[config.mk]
export PLATFORM = sky130hd
export DESIGN_NAME = ifu_fetchq
export DESIGN_NICKNAME = d
export VERILOG_FILES = /design/src/rtl/ifu_pkg.sv /design/src/rtl/ifu_fifo.sv /design/src/rtl/ifu_fetchq.sv
export SDC_FILE = /design/constraint.sdc
export NUM_CORES = 1
export LEC_CHECK = 0
export ABC_AREA = 1
export CORE_ASPECT_RATIO = 0.7
export CORE_MARGIN = 4
export CORE_UTILIZATION = 62
export CTS_BUF_LIST = sky130_fd_sc_hd__clkbuf_4 sky130_fd_sc_hd__clkbuf_8
export DETAILED_ROUTE_END_ITERATION = 10
export PLACE_DENSITY = 0.94
export SYNTH_ARGS = -nofsm -noshare
export SYNTH_HDL_FRONTEND = slang
export SYNTH_SLANG_ARGS = --single-unit
export TNS_END_PERCENT = 10
[constraint.sdc]
create_clock -name clock -period 8.2 [get_ports clock]
set_input_delay 1.23 -clock clock [delete_from_list [all_inputs] [get_ports clock]]
set_output_delay 1.23 -clock clock [all_outputs]
set_load 0.005 [all_outputs]
[src/rtl/ifu_pkg.sv]
// Shared types and decode helpers for the instruction fetch unit.
package ifu_pkg;

  typedef struct packed {
    logic [31:0] pc;
    logic [31:0] inst;
    logic        pred;
  } fetch_entry_t;

  localparam logic [4:0] OP_BRANCH = 5'b11000;
  localparam logic [4:0] OP_JAL    = 5'b11011;

  function automatic logic signed [31:0] imm_b(input logic [31:0] inst);
    return {{20{inst[31]}}, inst[7], inst[30:25], inst[11:8], 1'b0};
  endfunction

  function automatic logic signed [31:0] imm_j(input logic [31:0] inst);
    return {{12{inst[31]}}, inst[19:12], inst[20], inst[30:21], 1'b0};
  endfunction

endpackage

[src/rtl/ifu_fifo.sv]
// Circular fetch-entry buffer with push/pop/clear and a registered entry count.
module ifu_fifo
  import ifu_pkg::*;
#(
  parameter int DEPTH = 4
) (
  input  logic                         clock,
  input  logic                         reset,
  input  logic                         clear,
  input  logic                         push,
  input  logic                         pop,
  input  fetch_entry_t                 wdata,
  output fetch_entry_t                 rdata,
  output logic [$clog2(DEPTH+1)-1:0]   count
);

  localparam int AW = $clog2(DEPTH);
  localparam int CW = $clog2(DEPTH+1);
  localparam logic [AW-1:0] PTR_ONE = AW'(1);
  localparam logic [CW-1:0] CNT_ONE = CW'(1);

  fetch_entry_t  mem [DEPTH];
  logic [AW-1:0] head;
  logic [AW-1:0] tail;

  // Storage carries data only, so it is left unreset; validity lives in count.
  always_ff @(posedge clock) begin
    if (push) mem[tail] <= wdata;
  end

  // Pointers wrap naturally because DEPTH is a power of two.
  always_ff @(posedge clock or posedge reset) begin
    if (reset) begin
      head  <= '0;
      tail  <= '0;
      count <= '0;
    end else if (clear) begin
      head  <= '0;
      tail  <= '0;
      count <= '0;
    end else begin
      if (push) tail <= tail + PTR_ONE;
      if (pop)  head <= head + PTR_ONE;
      case ({push, pop})
        2'b10:   count <= count + CNT_ONE;
        2'b01:   count <= count - CNT_ONE;
        default: count <= count;
      endcase
    end
  end

  assign rdata = mem[head];

endmodule

[src/rtl/ifu_fetchq.sv]
// Fetch unit: PC generation with static prediction, redirect handling and a
// decoupling queue toward decode.
module ifu_fetchq
  import ifu_pkg::*;
#(
  parameter int          DEPTH    = 4,
  parameter logic [31:0] RESET_PC = 32'h80000000,
  parameter bit          PRED_BR  = 1'b1,
  parameter bit          PRED_JAL = 1'b0
) (
  input  logic                       clock,
  input  logic                       reset,
  output logic [31:0]                fetch_addr,
  input  logic                       fetch_hit,
  input  logic [31:0]                fetch_inst,
  input  logic                       jump_flush,
  input  logic [31:0]                jump_dnpc,
  input  logic                       cs_flush,
  input  logic [31:0]                cs_dnpc,
  input  logic                       out_ready,
  output logic                       out_valid,
  output logic [31:0]                out_pc,
  output logic [31:0]                out_inst,
  output logic                       out_pred,
  output logic [$clog2(DEPTH+1)-1:0] occupancy
);

  localparam int CW = $clog2(DEPTH+1);

  typedef enum logic {RUN, FLUSH_WAIT} state_t;

  state_t             state;
  logic [31:0]        fetch_pc;
  logic [31:0]        dnpc_r;
  logic               flush;
  logic [31:0]        dnpc;
  logic               sel_br;
  logic               sel_jal;
  logic               pred;
  logic signed [31:0] incr;
  logic               push;
  logic               pop;
  logic               full;
  logic               has_head;
  logic [CW-1:0]      count;
  fetch_entry_t       head;
  fetch_entry_t       wdata;

  assign flush = cs_flush | jump_flush;
  assign dnpc  = cs_flush ? cs_dnpc : jump_dnpc;

  assign sel_br  = PRED_BR  && (fetch_inst[6:2] == OP_BRANCH) && fetch_inst[31];
  assign sel_jal = PRED_JAL && (fetch_inst[6:2] == OP_JAL);
  assign pred    = sel_br | sel_jal;

  always_comb begin
    incr = 32'sd4;
    if (sel_br)       incr = imm_b(fetch_inst);
    else if (sel_jal) incr = imm_j(fetch_inst);
  end

  assign has_head  = (count != '0);
  assign full      = (count == CW'(DEPTH));
  assign out_valid = has_head & ~flush;
  assign pop       = out_valid & out_ready;
  assign push      = fetch_hit & ~flush & (state == RUN) & (~full | pop);
  assign wdata     = '{pc: fetch_pc, inst: fetch_inst, pred: pred};

  ifu_fifo #(.DEPTH(DEPTH)) u_fifo (
    .clock (clock),
    .reset (reset),
    .clear (flush),
    .push  (push),
    .pop   (pop),
    .wdata (wdata),
    .rdata (head),
    .count (count)
  );

  // Redirect FSM: a flush during a miss must wait for that miss to return
  // at the old address before the new target can be fetched.
  always_ff @(posedge clock or posedge reset) begin
    if (reset) begin
      state    <= RUN;
      fetch_pc <= RESET_PC;
      dnpc_r   <= '0;
    end else begin
      case (state)
        RUN: begin
          if (flush) begin
            if (fetch_hit) begin
              fetch_pc <= dnpc;
            end else begin
              state  <= FLUSH_WAIT;
              dnpc_r <= dnpc;
            end
          end else if (push) begin
            fetch_pc <= fetch_pc + $unsigned(incr);
          end
        end
        FLUSH_WAIT: begin
          if (fetch_hit) begin
            fetch_pc <= flush ? dnpc : dnpc_r;
            state    <= RUN;
          end else if (flush) begin
            dnpc_r <= dnpc;
          end
        end
        default: state <= RUN;
      endcase
    end
  end

  assign fetch_addr = fetch_pc;
  assign occupancy  = count;
  assign out_pc     = has_head ? head.pc   : '0;
  assign out_inst   = has_head ? head.inst : '0;
  assign out_pred   = has_head ? head.pred : 1'b0;

endmodule
==> flow_results.org <==
** Floorplan
- Initial standard-cell utilization of the core :: 0.630
- Core Box Area :: around 0.026 sq mm
- The floorplan step set the die height to ~140 um.
- The die is roughly 200 um wide.
- Number of core rows :: between 40 and 50
- Total I/O pin count :: 203
- Total die area :: 0.0289 sq mm

** Critical path
- The signal on the critical path passes through buf_4, nor2_1, nor2_1, o21ai_0, a21oi_1, clkdlybuf4s50_1.
- Data arrival at the endpoint of the critical path :: approximately 3600 ps
- Sort of element at the end of the critical path :: output port
- Category of cells accounting for the largest share of critical-path delay :: buffers and inverters
- Critical Path Start Type :: flop
- Largest stage delay on the critical path :: 920 ps
- Together, buffers and inverters on the worst path number 2.
- The largest individual stage delay along the critical path comes from the cell buf_4.
- STA puts the critical path data required time at between 6000 and 7000 ps.
- By instance count, the cell type seen most on the critical path is nor2_1.
- Of all nets on the critical path, the largest fanout is 110.
- Critical path start-end classification :: reg2out

** Timing
- Relative slew slack :: 0.175
- Final setup violation count :: 0
- Final worst path period need :: between 4000 and 5000 ps
- For the final routed database, the setup TNS stands at 0 ps.
- RSZ-0062 raised after global routing :: no
- Dividing the final minimum period by the clock period gives 0.586.
- The clock arrives with about 24 ps of skew.
- The hold violation total from the final report is 0.
- Slew at the pin closest to its max-slew limit :: 1240 ps
- Fin. max-slew vios :: 0
- Achievable Freq :: 208 MHz

** Detailed routing
- In the routed design, unresolved DRC markers number 0.
- Detailed Routing Iterations Pass 1 :: 6
- Across all layers, the routed design uses 13900 vias.
- After detailed routing, the number of vias per cell comes to 5.86.
- After detailed routing, no signal wire sits above met5.
- In the detailed route, the total length drawn on met3 is roughly 6000 um.
- Antenna Nets Post-Route :: 0
- For this block, the initial DRC count from the detailed router was about 1900.
- Total met2 wirelength after detailed routing :: between 20000 and 25000 um
- In the final routed layout, each cell accounts on average for around 19 um.
- The detailed router put a total of approximately 18000 um of wire on met1.
- Overall routed net length :: around 46000 um

** Clocking
- CTS saw between 300 and 400 sinks.
- Number of CTS-inserted buffers :: 49
- For the worst-skew pair, the clock arrives at the later sink with an insertion delay of around 600 ps.
- Clock input transition at the sequential cells of the worst setup and hold paths :: approximately 60 ps
- The number of setup buffers added after CTS is 0.
- In this run, post-CTS repair resized a total of 0 instances.
- Hold buffers post-CTS :: 0
- The clock passes through at most 3 buffers.
- In this run the clock root is driven by a clkbuf_8.
- The clock tree synthesis step divided the H-tree into 2 levels.
- TritonCTS built the clock tree.

** Place
- Port Buffer Count :: 202
- At the end of routability-driven placement, the weighted congestion stood at about 0.94.
- Number of cells after detailed placement :: between 2000 and 2500
- The HPWL after detailed placement is around 30000 um.

** Final layout
- 0 antenna diodes ended up in the layout.
- Fraction of layout instances using a drive strength above 1 :: 0.0615
- At the end of the flow, the number of nets in the layout was around 2100.
- Filler-free cell count of the finished design :: about 2400
- Fill cell total of the finished layout :: 1662
- Relative to the synthesized area, the layout overhead comes to 19.8%.

** Logic synthesis
- Number of cells produced by synthesis :: about 1800
- Async set-or-reset flop fraction in the synthesized netlist :: 0.217
- Syn_area_per_cell :: around 9 sq um
- Count of different cell masters after synthesis :: 41
- Counting instances in the post-synthesis netlist gives the leading cell types as nand2_1 (379), nor2_1 (378), edfxtp_1 (260).
- Post-synth design cell area :: between 0.015 and 0.02 sq mm
- Share of the synthesized area in the top cell type :: 0.481
- The synthesized design spends more area on one cell type than any other, namely edfxtp_1.
- The number of nets in the synthesized netlist is just under 2000.
- Number of enable-type register cells in the synthesized netlist :: 260
- Portion of the post-synthesis area used by sequential elements :: 0.592
- Among all flip-flop cells after synthesis, the most frequent one is edfxtp_1.
- Count of synthesis-stage warnings from yosys :: 0
- After synthesis, the cell types taking the most area are edfxtp_1 (48%), dfrtp_1 (11%), nand2_1 (8.8%).
- #FFs+latches synth :: 332
- By instance count, the leading cell after synthesis is nand2_1.

** Global route
- Via count of the first global-routing pass :: between 10000 and 15000
- Global routing finished with a remaining overflow of 0.
- Entering global routing, the biggest net connects about 110 pins.
- The first global-routing pass estimated 70600 um of wire.
- All-layer global routing usage :: 0.310
- Initial antenna violation count :: 2

** Power
- Worst vdd rail ir drop :: between 100 and 150 uV
- Total power density per cell area :: 198 mW/mm^2
- LEAKAGE :: 8.06 nW

** Worst hold path
- The min-delay analysis places its worst path in the category reg2reg.

** Flow run
- Max-cap violations in this run came to 0.

** Outcome
- The run finished with clean final reports.
final timing paths:
path | start | end | slack (ps) | cells after the start
max | u_fifo.head[0] | out_pc[16] | 3390 | 6
min | dnpc_r[2] | dnpc_r[2] | 530 | 1
max reg2reg | state | u_fifo.mem[3][37] | 5260 | 6
min reg2reg | dnpc_r[2] | dnpc_r[2] | 530 | 1
max in group asynchronous | reset | u_fifo.head[0] | 6240 | 3
min in group asynchronous | reset | u_fifo.count[0] | 1240 | 3
report_power, final:
part           leakage, nW  switching (mW)  internal [mW]
clock                0.529           0.652          0.725
sequential            3.21          0.0737           1.89
combinational         4.32           0.296          0.225
total                 8.06            1.02           2.84
final cells by class:
| cell class | count | area [sq um] | area share |
|---|---|---|---|
| clock inverter | 23 | 171 | 0.00881 |
| inverter | 173 | 653 | 0.0336 |
| sequential | 332 | 9620 | 0.494 |
| clock buffer | 67 | 828 | 0.0426 |
| timing repair buffer | 214 | 2110 | 0.109 |
| multi-input combinational | 1223 | 5650 | 0.291 |
| tap | 331 | 414 | 0.0213 |
worst reg2reg max path: stages (launching register included):
cell and delay, ps:
dfrtp_1 370, inv_1 100, nand2_2 190, nor2_2 230, nand2_2 210, nor2_4 880, buf_4 600
placed cells by master, fill, tap and decap left out, drive strengths merged, types with 3 or more instances in the layout:
cell,netlist,final
nand2,381,381
nor2,381,381
edfxtp,260,260
clkdlybuf4s50,0,202
o21ai,191,191
inv,173,174
a21oi,137,137
dfrtp,71,71
clkbuf,50,67
nand3,48,48
ha,34,34
clkinv,0,19
nor3,17,17
buf,30,12
nand3b,6,6
nand4,5,5
or2,4,4
xor2,3,3
o21bai,3,3
metrics by stage:
stage | utilization | area, sq um | worst slack (ps) | total power, mW | hold WS, ps
finish | 0.755 | 19400 | 3390 | 3.86 | 532
floorplan | - | 16200 | 3100 | 2.22 | 481
global route | 0.755 | 19400 | 3210 | 4.01 | 549
CTS | 0.755 | 19400 | 3450 | 3.85 | 527
global placement | 0.716 | 18400 | 3460 | 2.48 | 496
detailed placement | 0.716 | 18400 | 3380 | 2.50 | 506
sequential cells by signal, indices dropped and copies added, names as in the netlist:
register and flops:
fetch_addr 32, u_fifo.tail 2, u_fifo.count 3, u_fifo.head 2, state 1, dnpc_r 32
u_fifo.mem 260
routing by layer:
metal / GRT usage / up-vias
met3: 0.0740 / 100
li1: - / 6338
met5: 0 / -
met4: 0.0870 / 4
met2: 0.480 / 923
met1: 0.446 / 6490
cells by family after synthesis:
group,share of synthesized area
and+or+nand+nor,0.207
AOI/OAI and AO/OA,0.106
DFF,0.592
buffers and inverters,0.0622
adders and majority gates,0.0287
xor gates and xnor gates,0.00216
muxes,0.00200
No activity file was read; power rests on OpenSTA's default activity.
